===== config.mk =====
export PLATFORM = sky130hd
export DESIGN_NAME = bist_ctrl
export DESIGN_NICKNAME = d
export VERILOG_FILES = /design/src/rtl/bist_ctrl.sv
export SDC_FILE = /design/constraint.sdc
export NUM_CORES = 1
export LEC_CHECK = 0
export BUFFER_PORTS_ARGS = -buffer_cell sky130_fd_sc_hd__buf_2
export CAP_MARGIN = 20
export CORE_MARGIN = 2
export CORE_UTILIZATION = 35
export CTS_BUF_LIST = sky130_fd_sc_hd__clkbuf_16
export CTS_CLUSTER_DIAMETER = 60
export CTS_CLUSTER_SIZE = 24
export DETAILED_ROUTE_END_ITERATION = 12
export GPL_ROUTABILITY_DRIVEN = 0
export PLACE_DENSITY_LB_ADDON = 0.2
export SYNTH_ARGS = -nofsm -noshare
export SYNTH_HDL_FRONTEND = slang
export SYNTH_SLANG_ARGS = --single-unit

===== constraint.sdc =====
create_clock -name i_clk -period 3 [get_ports i_clk]
set_clock_uncertainty 0.15 [all_clocks]
set_input_delay 0.6 -clock i_clk [delete_from_list [all_inputs] [get_ports i_clk]]
set_output_delay 0.6 -clock i_clk [all_outputs]
set_load 0.02 [all_outputs]

===== src/rtl/bist_ctrl.sv =====
// BIST sequencer: seeds the LFSR, clears the SISR, runs N_PATTERNS compaction
// cycles, then compares the signature against a golden value and reports done/pass.
module bist_ctrl #(
    parameter int N_PATTERNS = 31,
    parameter int CNT_W      = 5,
    parameter int SIG_W      = 4
) (
    input  logic             i_clk,
    input  logic             i_rst,
    input  logic             i_start,
    input  logic             i_abort,
    input  logic [SIG_W-1:0] i_golden,
    input  logic [SIG_W-1:0] i_sig,
    output logic             o_gen_seed,
    output logic             o_gen_en,
    output logic             o_sisr_clr,
    output logic             o_sisr_en,
    output logic             o_busy,
    output logic             o_done,
    output logic             o_pass,
    output logic [CNT_W-1:0] o_pat_cnt,
    output logic [2:0]       o_state
);

    // Handshake: i_start is a level request sampled only in IDLE and DONE (a
    // start seen in DONE restarts at once); i_abort is sampled only while busy.
    localparam logic [2:0] S_IDLE = 3'd0;
    localparam logic [2:0] S_INIT = 3'd1;
    localparam logic [2:0] S_RUN  = 3'd2;
    localparam logic [2:0] S_CMP  = 3'd3;
    localparam logic [2:0] S_DONE = 3'd4;

    localparam logic [CNT_W-1:0] LP_LAST = CNT_W'(N_PATTERNS - 1);

    generate
        if (N_PATTERNS < 1 || N_PATTERNS > (2 ** CNT_W) - 1) begin : g_bad_patterns
            $error("bist_ctrl: N_PATTERNS must lie in 1..2**CNT_W-1");
        end
    endgenerate

    logic [2:0]       r_state;
    logic [2:0]       w_state_nxt;
    logic [CNT_W-1:0] r_pat_cnt;
    logic             r_pass;
    logic             w_busy;
    logic             w_abort_hit;
    logic             w_last;

    assign w_busy      = (r_state == S_INIT) || (r_state == S_RUN) || (r_state == S_CMP);
    assign w_abort_hit = i_abort && w_busy;
    assign w_last      = (r_pat_cnt == LP_LAST);

    always_comb begin
        w_state_nxt = r_state;
        case (r_state)
            S_IDLE: if (i_start) w_state_nxt = S_INIT;
            S_INIT: w_state_nxt = i_abort ? S_IDLE : S_RUN;
            S_RUN: begin
                if (i_abort)     w_state_nxt = S_IDLE;
                else if (w_last) w_state_nxt = S_CMP;
            end
            S_CMP:  w_state_nxt = i_abort ? S_IDLE : S_DONE;
            S_DONE: if (i_start) w_state_nxt = S_INIT;
            default: w_state_nxt = S_IDLE;
        endcase
    end

    // An abort keeps pat_cnt frozen so the stopping point can be inspected.
    always_ff @(posedge i_clk) begin
        if (i_rst) begin
            r_state   <= S_IDLE;
            r_pat_cnt <= '0;
            r_pass    <= 1'b0;
        end else begin
            r_state <= w_state_nxt;
            if (w_abort_hit) begin
                r_pass <= 1'b0;
            end else begin
                case (r_state)
                    S_INIT: r_pat_cnt <= '0;
                    S_RUN:  r_pat_cnt <= r_pat_cnt + CNT_W'(1);
                    S_CMP:  r_pass    <= (i_sig == i_golden);
                    S_DONE: if (i_start) r_pass <= 1'b0;
                    default: ;
                endcase
            end
        end
    end

    assign o_gen_seed = (r_state == S_INIT);
    assign o_sisr_clr = (r_state == S_INIT);
    assign o_gen_en   = (r_state == S_RUN);
    assign o_sisr_en  = (r_state == S_RUN);
    assign o_busy     = w_busy;
    assign o_done     = (r_state == S_DONE);
    assign o_pass     = r_pass;
    assign o_pat_cnt  = r_pat_cnt;
    assign o_state    = r_state;

endmodule


After elaboration in Yosys (flattened, before gate mapping). Cells that the tools add are included.

Latch bits: 0. Memories: 0. Bits of input ports: 12. Register bits after elaboration: 9. Word-level logic and storage cells: 34. Memory bits (writable): 0. Memory bits (read-only): 0. Output and inout port bits: 15.

$lt $le $gt $ge: 0. Bitwise gates (word level): 1. Multiplexer cells: 9. Reductions and logical operators: 11. $mul: 0. Add/sub/neg operators: 1. Shift-type cells: 0. Div/mod/pow operators: 0. Equality and inequality tests: 9.

Operator list (number): $mux 3 (4); $pmux 3 s4 (1); $pmux 5 s2 (1); $eq 3x2->1 const B (2); $reduce_and 2->1 (3); $add 5x1->5 const B (1); $eq 5x5->1 const B (1); $eq 4x4->1 (1); $reduce_bool 2->1 (2); $reduce_or 2->1 (2); $eq 3x1->1 const B (1); $eq 3x3->1 const B (1); $logic_not 3->1 (1); $ne 3x2->1 const B (1); $logic_or 1x1->1 (2); $mux 2 (1); $ne 2x1->1 const B (1); $ne 2x2->1 const B (1); $pmux 1 s2 (1); $logic_and 1x1->1 (1); $mux 1 (1); $not 1->1 (1).

Logic depth before layout (Yosys ltp). Gate-level depths: netlist of the first run.

Depth after elaboration: 6. Gate-level depth with buffers: 6.

Worst setup path after synthesis of the first run. No wires, ideal clock.

Path kind: reg2out. Start: register r_state[1] (netlist: o_state[1]). End: output port o_sisr_en. Arrival: 1.295 ns. Stages on the path, launching flop included: 4. Setup slack: 0.955 ns. Required time: 2.250 ns. Cells stage by stage: dfxtp_1 -> nand2b_4 -> nor2_1 -> buf_4.

Cells in the longest elaborated chain, start to end: 1.

RTL lines: start, declared (RTL line 41) `logic [2:0] r_state;`; start signal, assigned (RTL line 75) `r_state <= w_state_nxt;`; $eq 3x2->1; end, declared (RTL line 17) `output logic o_sisr_en,`.

No other way between the ends.

Worst setup path in the final report of the first run.
Start: register r_state[1] (netlist: o_state[1]). End: output port o_sisr_en.

Cells in the longest elaborated chain, start to end: 1.

RTL lines: $eq 3x2->1 (RTL line 93) `assign o_sisr_en = (r_state == S_RUN);`.

No other way between the ends.

==> metrics.md, run 1 <==
| Metric | Value |
|---|---|
| Synth Flop Type | dfxtp_1 |
| FF-to-FF End | o_state[0]$_SDFFE_PP0P_ |
| Slew margin rel. | about four fifths |
| CTS Buf Count | 3 |
| Pin count of the biggest net entering global routing | 12 |
| Worst-Margin Slew | 0.325 ns |
| Vias per cell | 5.06 |
| Clock Pin Slew Worst Setup and Hold Paths | 0.04 ns |
| R2r worst-path depth | 4 |
| Comb power frac | about 15% |
| Reg2Reg Setup Slack | 1.46 ns |
| Synth Area in Simple Gates | between 20% and 30% |
| Hold violation count in the final report | 0 |
| Clock latency on the worst-skew pair | 0.23 ns |
| Cell taking the most area after synthesis | dfxtp_1 |
| FF+latch area | 180 um2 |
| WP data arrival | around 1.3 ns |
| DRT iter0 DRCs | 18 |
| Setup bufs post-CTS | 0 |
| Hold EP | o_pass$_SDFFE_PP0P_ |
| Top-count cell post-synth | nor2_1 |
| Die Wd | 44.3 um |
| Initial Util | 37.7% |
| Die height | 44.3 um |
| Multi-input logic area | 343 um2 |
| WL final | 1230 um |
| Max-Cap Viols | 0 |
| Switching Share | 24.0% |
| Hold wc startpoint | o_pass$_SDFFE_PP0P_ |
| Leak | 0.349 nW |
| Async SR Flop Fraction | 0% |
| Final Critical Period | just over 2 ns |
| RSZ-0062 raised after global routing | no |
| Hold-fix buffers, CTS | 0 |
| Wire length of the first global-routing pass | 2000 um |
| Post-Syn Instances | 67 |
| Filler Cells Inserted | 152 |
| Req. time, crit path | 2.25 ns |
| DRT Pass-1 Iters | 4 |
| Post-route non-filler standard cell count | 108 |
| Ports | 27 |
| NetSw | around 0.10 mW |
| H-tree Lvls | 1 |
| Max clock buf depth | 2 |
| Reg2reg start | o_state[2]$_SDFFE_PP0P_ |
| Final Cycle Share | 67.3% |
| Setup total negative slack | 0 ns |
| Ant. Diodes | 0 |
| Clock share of power | between 50 and 60% |
| Vias in the first global route | 465 |
| Grt ovf | 0 |
| Synth Area in Adders | 4.41% |
| FP Rows | 14 |
| Layout cells sized above 1 | 37.0% |
| Outcome | finished clean |
| Layout overhead on the synthesized area | 33.0% |
| Placed insts | between 100 and 150 |
| Tot Pwr | 0.424 mW |
| Total GRT Usage | 14.1% |
| DP Wirelength | 954 um |
| Antenna viol nets, final | 0 |
| Final setup violation count | 0 |
| Clock sinks | 9 |
| Synth area leaders | dfxtp_1 32%, nor2_1 7.9%, xor2_1 6.2% |
| Synthesized area | 568 um2 |
| Initial antenna violation count | 0 |
| CTS tree | built |
| Peak supply drop | 0.000263 V |
| PortBufs | 26 |
| Crit. End Element | primary output |
| Syn_nets | just over 80 |
| Core area | 1510 um2 |
| Cell Int Power | approximately 0.32 mW |
| Main combinational cell family by area after synthesis | simple AND/OR/NAND/NOR gates |
| Total number of vias | 547 |
| Setup CP Type | flip-flop to primary output |
| HP Class | flip-flop to flip-flop |
| Yosys reg bits | 9 |
| YS warnings | 0 |
| Post-synth cell types | 30 |
| Syn avg cell area | between 8 and 9 um2 |
| Xor and xnor area share after synthesis | 6.17% |
| Max-slew violations | 0 |
| Number of synthesized flops with an enable pin | 0 |
| Sequential share of power | a little over 30% |
| WL per Instance | 11.4 um |
| Crit path max fanout | 7 |
| Clk root buf | clkbuf_16 |
| Worst hold path stage count | 2 |
| Share of the synthesized area in the top cell type | 31.7% |
| DRC violations left | 0 |
| Post-synthesis mux area share | between 1.5 and 2% |
| Startpoint types | flip-flop |
| Register area share after synthesis | 31.7% |
| Post-CTS Resized | 0 |
| Top cells by count, synth | 12 x nor2_1, 9 x dfxtp_1, 5 x a21oi_1 |
| Final-stage net count | 107 |
| Die ar. | 1960 um2 |
| Compound-Gate Fraction of Synth Area | 18.1% |
| PD cells | 561 nW/um2 |
| FMAX | 495 MHz |
## power by group through the flow
| stage | logic, mW | registers, mW | clock network (mW) |
|---|---|---|---|
| after floorplan | 0.0445 | 0.132 | 0 |
| after global placement | 0.0635 | 0.130 | 0 |
| after detailed placement | 0.0636 | 0.130 | 0 |
| after CTS | 0.0638 | 0.128 | 0.238 |
| after global routing | 0.0684 | 0.129 | 0.246 |
| final | 0.0634 | 0.128 | 0.232 |
## per-stage QoR
step | utilization, % | worst slack [ns] | instance area [um2] | hold WS, ns
after floorplan | - | 0.955 | 568 | 0.437
after global placement | 44.9 | 1.17 | 677 | 0.358
after detailed placement | 44.9 | 1.19 | 677 | 0.367
after CTS | 50.2 | 0.972 | 756 | 0.377
after global routing | 50.2 | 0.892 | 756 | 0.391
final | 50.2 | 0.980 | 756 | 0.373
## worst max-delay path: stages, from the launching register on
cell      delay, ns
dfxtp_1        0.46
nand2b_4       0.13
nor2_1         0.22
buf_2          0.22
## cell type report
class                      instances  share of cell area, %
tap                               16                   2.65
timing repair buffer              26                   17.2
multi-input combinational         52                   45.4
clock buffer                       3                   9.93
sequential                         9                   23.8
inverter                           1                  0.497
clock inverter                     1                  0.497
## cells in the final DEF, fill, tap and decap left out, drive strengths merged
| cell | Yosys | routed |
|---|---|---|
| a21o | 1 | 1 |
| or2 | 1 | 1 |
| mux2i | 1 | 1 |
| nand3 | 3 | 3 |
| a41oi | 1 | 1 |
| nand4 | 1 | 1 |
| a2111oi | 1 | 1 |
| inv | 1 | 2 |
| and2 | 1 | 1 |
| nor4 | 1 | 1 |
| ha | 2 | 2 |
| nor2 | 13 | 13 |
| dfxtp | 9 | 9 |
| o21ai | 2 | 2 |
| nor3b | 1 | 1 |
| nand2b | 3 | 3 |
| xor2 | 4 | 4 |
| a211oi | 2 | 2 |
| a21oi | 6 | 6 |
| nand4b | 1 | 1 |
| nor3 | 4 | 4 |
| clkbuf | 0 | 3 |
| buf | 5 | 26 |
| nand2 | 3 | 3 |
## kinds of logic (layout without fill, tap and decap cells)
kind of cell / count (synthesis) / count (layout)
flip-flops: 9 / 9
multiplexers: 1 / 1
adder cells (fa/ha/maj): 2 / 2
AND/OR/NAND/NOR: 32 / 32
AO/OA/AOI/OAI: 13 / 13
XOR/XNOR: 4 / 4
buffers and inverters: 6 / 31
## sequential cells by signal (all words and copies together), names as in the netlist
register and cells:
o_pass 1, o_pat_cnt 5, o_state 3
## layer usage
| layer | share of wire [%] | GRT usage (%) | vias to the layer above |
|---|---|---|---|
| met5 | 0 | 0 | - |
| met2 | 43 | 19.1 | 24 |
| met4 | 1.7 | 9.09 | 0 |
| met3 | 8.2 | 4.08 | 2 |
| met1 | 47 | 19.3 | 234 |
| li1 | - | - | 287 |
## worst max-delay path by stage
stage                                    to  cells past startpoint  slack [ns]                    start
finish                            o_sisr_en                      3        0.98  o_state[1]$_SDFFE_PP0P_
global route                      o_sisr_en                      3        0.89  o_state[1]$_SDFFE_PP0P_
CTS                               o_sisr_en                      3        0.97  o_state[1]$_SDFFE_PP0P_
detailed placement  o_state[0]$_SDFFE_PP0P_                      5        1.19                  i_abort
global placement                   o_gen_en                      3        1.17  o_state[1]$_SDFFE_PP0P_
floorplan                         o_sisr_en                      3        0.95  o_state[1]$_SDFFE_PP0P_
No activity file was read; power rests on OpenSTA's default activity.
==> inputs of run 2 (changes only) <==
clock period = 1.75 ns   (was 3 ns; I/O delays follow)
==> run 2 against run 1 <==
  * Critical path depth stayed put
  * Clock power rose by 74%
  * Global-route usage is 0.86 points higher
  * Wire length up 4.7%
  * Sequential cell count is the same
  * Core utilization increased by 1.0 points
  * Clock-buffer cell count is the same
  * Cell count increased by 0.93%
  * Sequential power rose by 72%
  * Die area unchanged
  * Design area increased by 2.0%
  * Combinational power increased by 75%
==> metrics.md, run 2 (synthesized netlist as in run 1, its figures left out) <==
| Metric | Value |
|---|---|
| DP Wirelength | 990 um (+3.7%) |
| Outcome | finished clean |
| Crit path max fanout | 7 (unchanged) |
| DRT iter0 DRCs | 11 (-7) |
| Most frequent cells in the layout | 26 x buf_2, 10 x nor2_1, 8 x dfxtp_1 |
| Worst hold path stage count | 2 (unchanged) |
| Hold-fix buffers, CTS | 0 (unchanged) |
| Leak | 0.353 nW (+1.1%) |
| Layout cells sized above 1 | 41.9% (+5.0 points) |
| Setup WS pre-CTS | 0.128 ns (-1.06 ns) |
| CTS Buf Count | 3 (unchanged) |
| Core area | 1510 um2 (unchanged) |
| Req. time, crit path | 1.25 ns (-1.00 ns) |
| FF+latch area | 181 um2 (+0.69%) |
| Placed cell area | 689 um2 (+1.8%) |
| Ports | 27 (unchanged) |
| Grt ovf | 0 (unchanged) |
| Reg2reg start | o_state[2]$_SDFFE_PP0P_ |
| DRC violations left | 0 (unchanged) |
| Ant. Diodes | 0 (unchanged) |
| PD cells | 952 nW/um2 (+70%) |
| Final Cycle Share | 95.2% |
| FP Rows | 14 (unchanged) |
| Clock sinks | 9 (unchanged) |
| Crit. End Element | primary output |
| Max clock buf depth | 2 (unchanged) |
| Total GRT Usage | 15.0% (+0.86 points) |
| Reg2Reg Setup Slack | 0.28 ns (-1.18 ns) |
| Setup CP Type | flip-flop to primary output |
| WP buf/inv | 1 (unchanged) |
| Wire length of the first global-routing pass | 2170 um (+8.6%) |
| Startpoint types | flip-flop |
| FMAX | between 600 and 700 MHz |
| Pin count of the biggest net entering global routing | 11 (-1) |
| Vias per cell | 5.22 (+3.1%) |
| Final-stage net count | 108 (+0.93%) |
| Die height | 44.3 um (unchanged) |
| Cells along the critical path | nand2b_4, nor2_2, buf_2 |
| Total number of vias | 569 (+4.0%) |
| Final instance area | 771 um2 (+2.0%) |
| R2r worst-path depth | 4 (unchanged) |
| Die ar. | 1960 um2 (unchanged) |
| Post-route non-filler standard cell count | 109 (+0.93%) |
| Clock Pin Slew Worst Setup and Hold Paths | 0.04 ns (about the same) |
| Top delay family on crit path | simple AND/OR/NAND/NOR gates |
| HP Class | input port to flip-flop |
| CTS tree | built |
| H-tree Lvls | 1 (unchanged) |
| Crit path launch | o_state[0]$_SDFFE_PP0P_ |
| RSZ-0062 raised after global routing | yes |
| Most common cell after layout, fill and taps aside | buf_2 |
| Worst path slowest cell | dfxtp_1 |
| WL per Instance | 11.9 um (+3.7%) |
| Clk root buf | clkbuf_16 |
| Setup total negative slack | 0 ns (unchanged) |
| Initial antenna violation count | 0 (unchanged) |
| Peak supply drop | 0.000466 V (+77%) |
| Die Wd | 44.3 um (unchanged) |
| FF-to-FF End | o_state[0]$_SDFFE_PP0P_ |
| Max-Cap Viols | 0 (unchanged) |
| Worst-Margin Slew | 0.338 ns (+0.0132 ns) |
| Filler Cells Inserted | 153 (+0.66%) |
| WP data arrival | 1.17 ns (-0.10 ns) |
| DRT Pass-1 Iters | 4 (unchanged) |
| Placed insts | 105 (+0.96%) |
| PortBufs | 26 (unchanged) |
| Tot Pwr | 0.734 mW (+73%) |
| Max-slew violations | 0 (unchanged) |
| Final Critical Period | roughly 1.7 ns |
| WL final | 1290 um (+4.7%) |
| Final setup violation count | 0 (unchanged) |
| Antenna viol nets, final | 0 (unchanged) |
| Hold EP | o_pat_cnt[4]$_SDFFE_PP0P_ |
| Hold violation count in the final report | 0 (unchanged) |
| Layout overhead on the synthesized area | 35.7% |
| Multi-input logic area | 348 um2 (+1.5%) |
| Initial Util | 37.7% (unchanged) |
| Hold wc startpoint | i_rst |
| Slew margin rel. | 77.4% (-0.88 points) |
| Worst path max stage delay | 0.36 ns (-0.10 ns) |
| Vias in the first global route | 537 (+15%) |
| Setup ws final | 0.0838 ns (-0.897 ns) |
| Clock latency on the worst-skew pair | 0.23 ns (about the same) |
| Max reg flops | 5 (unchanged) |
run 2: cell count changes in the layout (fill, tap and decap cells not counted):
cell      change
nor2_2        +2
inv_1         -1
dfxtp_1       -1
buf_4         +1
clkinv_2      +1
nor2_1        -2
dfxtp_2       +1
run 2: what timing repair did:
item | in CTS | in global routing
endpoints found under the setup margin | 0 | 5
setup buffers | 0 | 0
resized for setup | 0 | 1
run 2: worst max path at each step:
stage / cells past startpoint / end / slack, ns
floorplan: 3 / o_sisr_en / 0.10
global placement: 5 / o_state[0]$_SDFFE_PP0P_ / 0.21
detailed placement: 5 / o_state[0]$_SDFFE_PP0P_ / 0.13
CTS: 3 / o_sisr_en / 0.03
global route: 3 / o_done / -0.009
finish: 3 / o_sisr_en / 0.08
run 2: stage by stage:
stage               utilization (%)  hold slack [ns]
finish                         51.2            0.264
global route                   51.2            0.282
CTS                            51.1            0.264
floorplan                         -            0.410
detailed placement             45.8            0.367
global placement               45.8            0.359
run 2: cell type report:
type                       instances  share of cell area [%]
clock buffer                       3                    9.74
sequential                         9                    23.5
multi-input combinational         52                    45.1
clock inverter                     1                   0.649
timing repair buffer              27                    17.9
tap                               16                    2.60
inverter                           1                   0.487
run 2: report_power, final:
part	switching (mW)	internal, mW	leakage [nW]
clock network	0.101	0.301	0.0409
registers	0.00836	0.211	0.0733
logic	0.0681	0.0434	0.239
run 2: metal layers:
| layer | wire [um] | share of wire (%) | global-route usage [%] | up-vias |
|---|---|---|---|---|
| met2 | 585 | 45 | 22.6 | 24 |
| met1 | 600 | 46 | 20.4 | 254 |
| met5 | 0 | 0 | 0 | - |
| met4 | 13 | 1.0 | 5.45 | 0 |
| met3 | 93 | 7.2 | 4.08 | 2 |
| li1 | - | - | - | 289 |
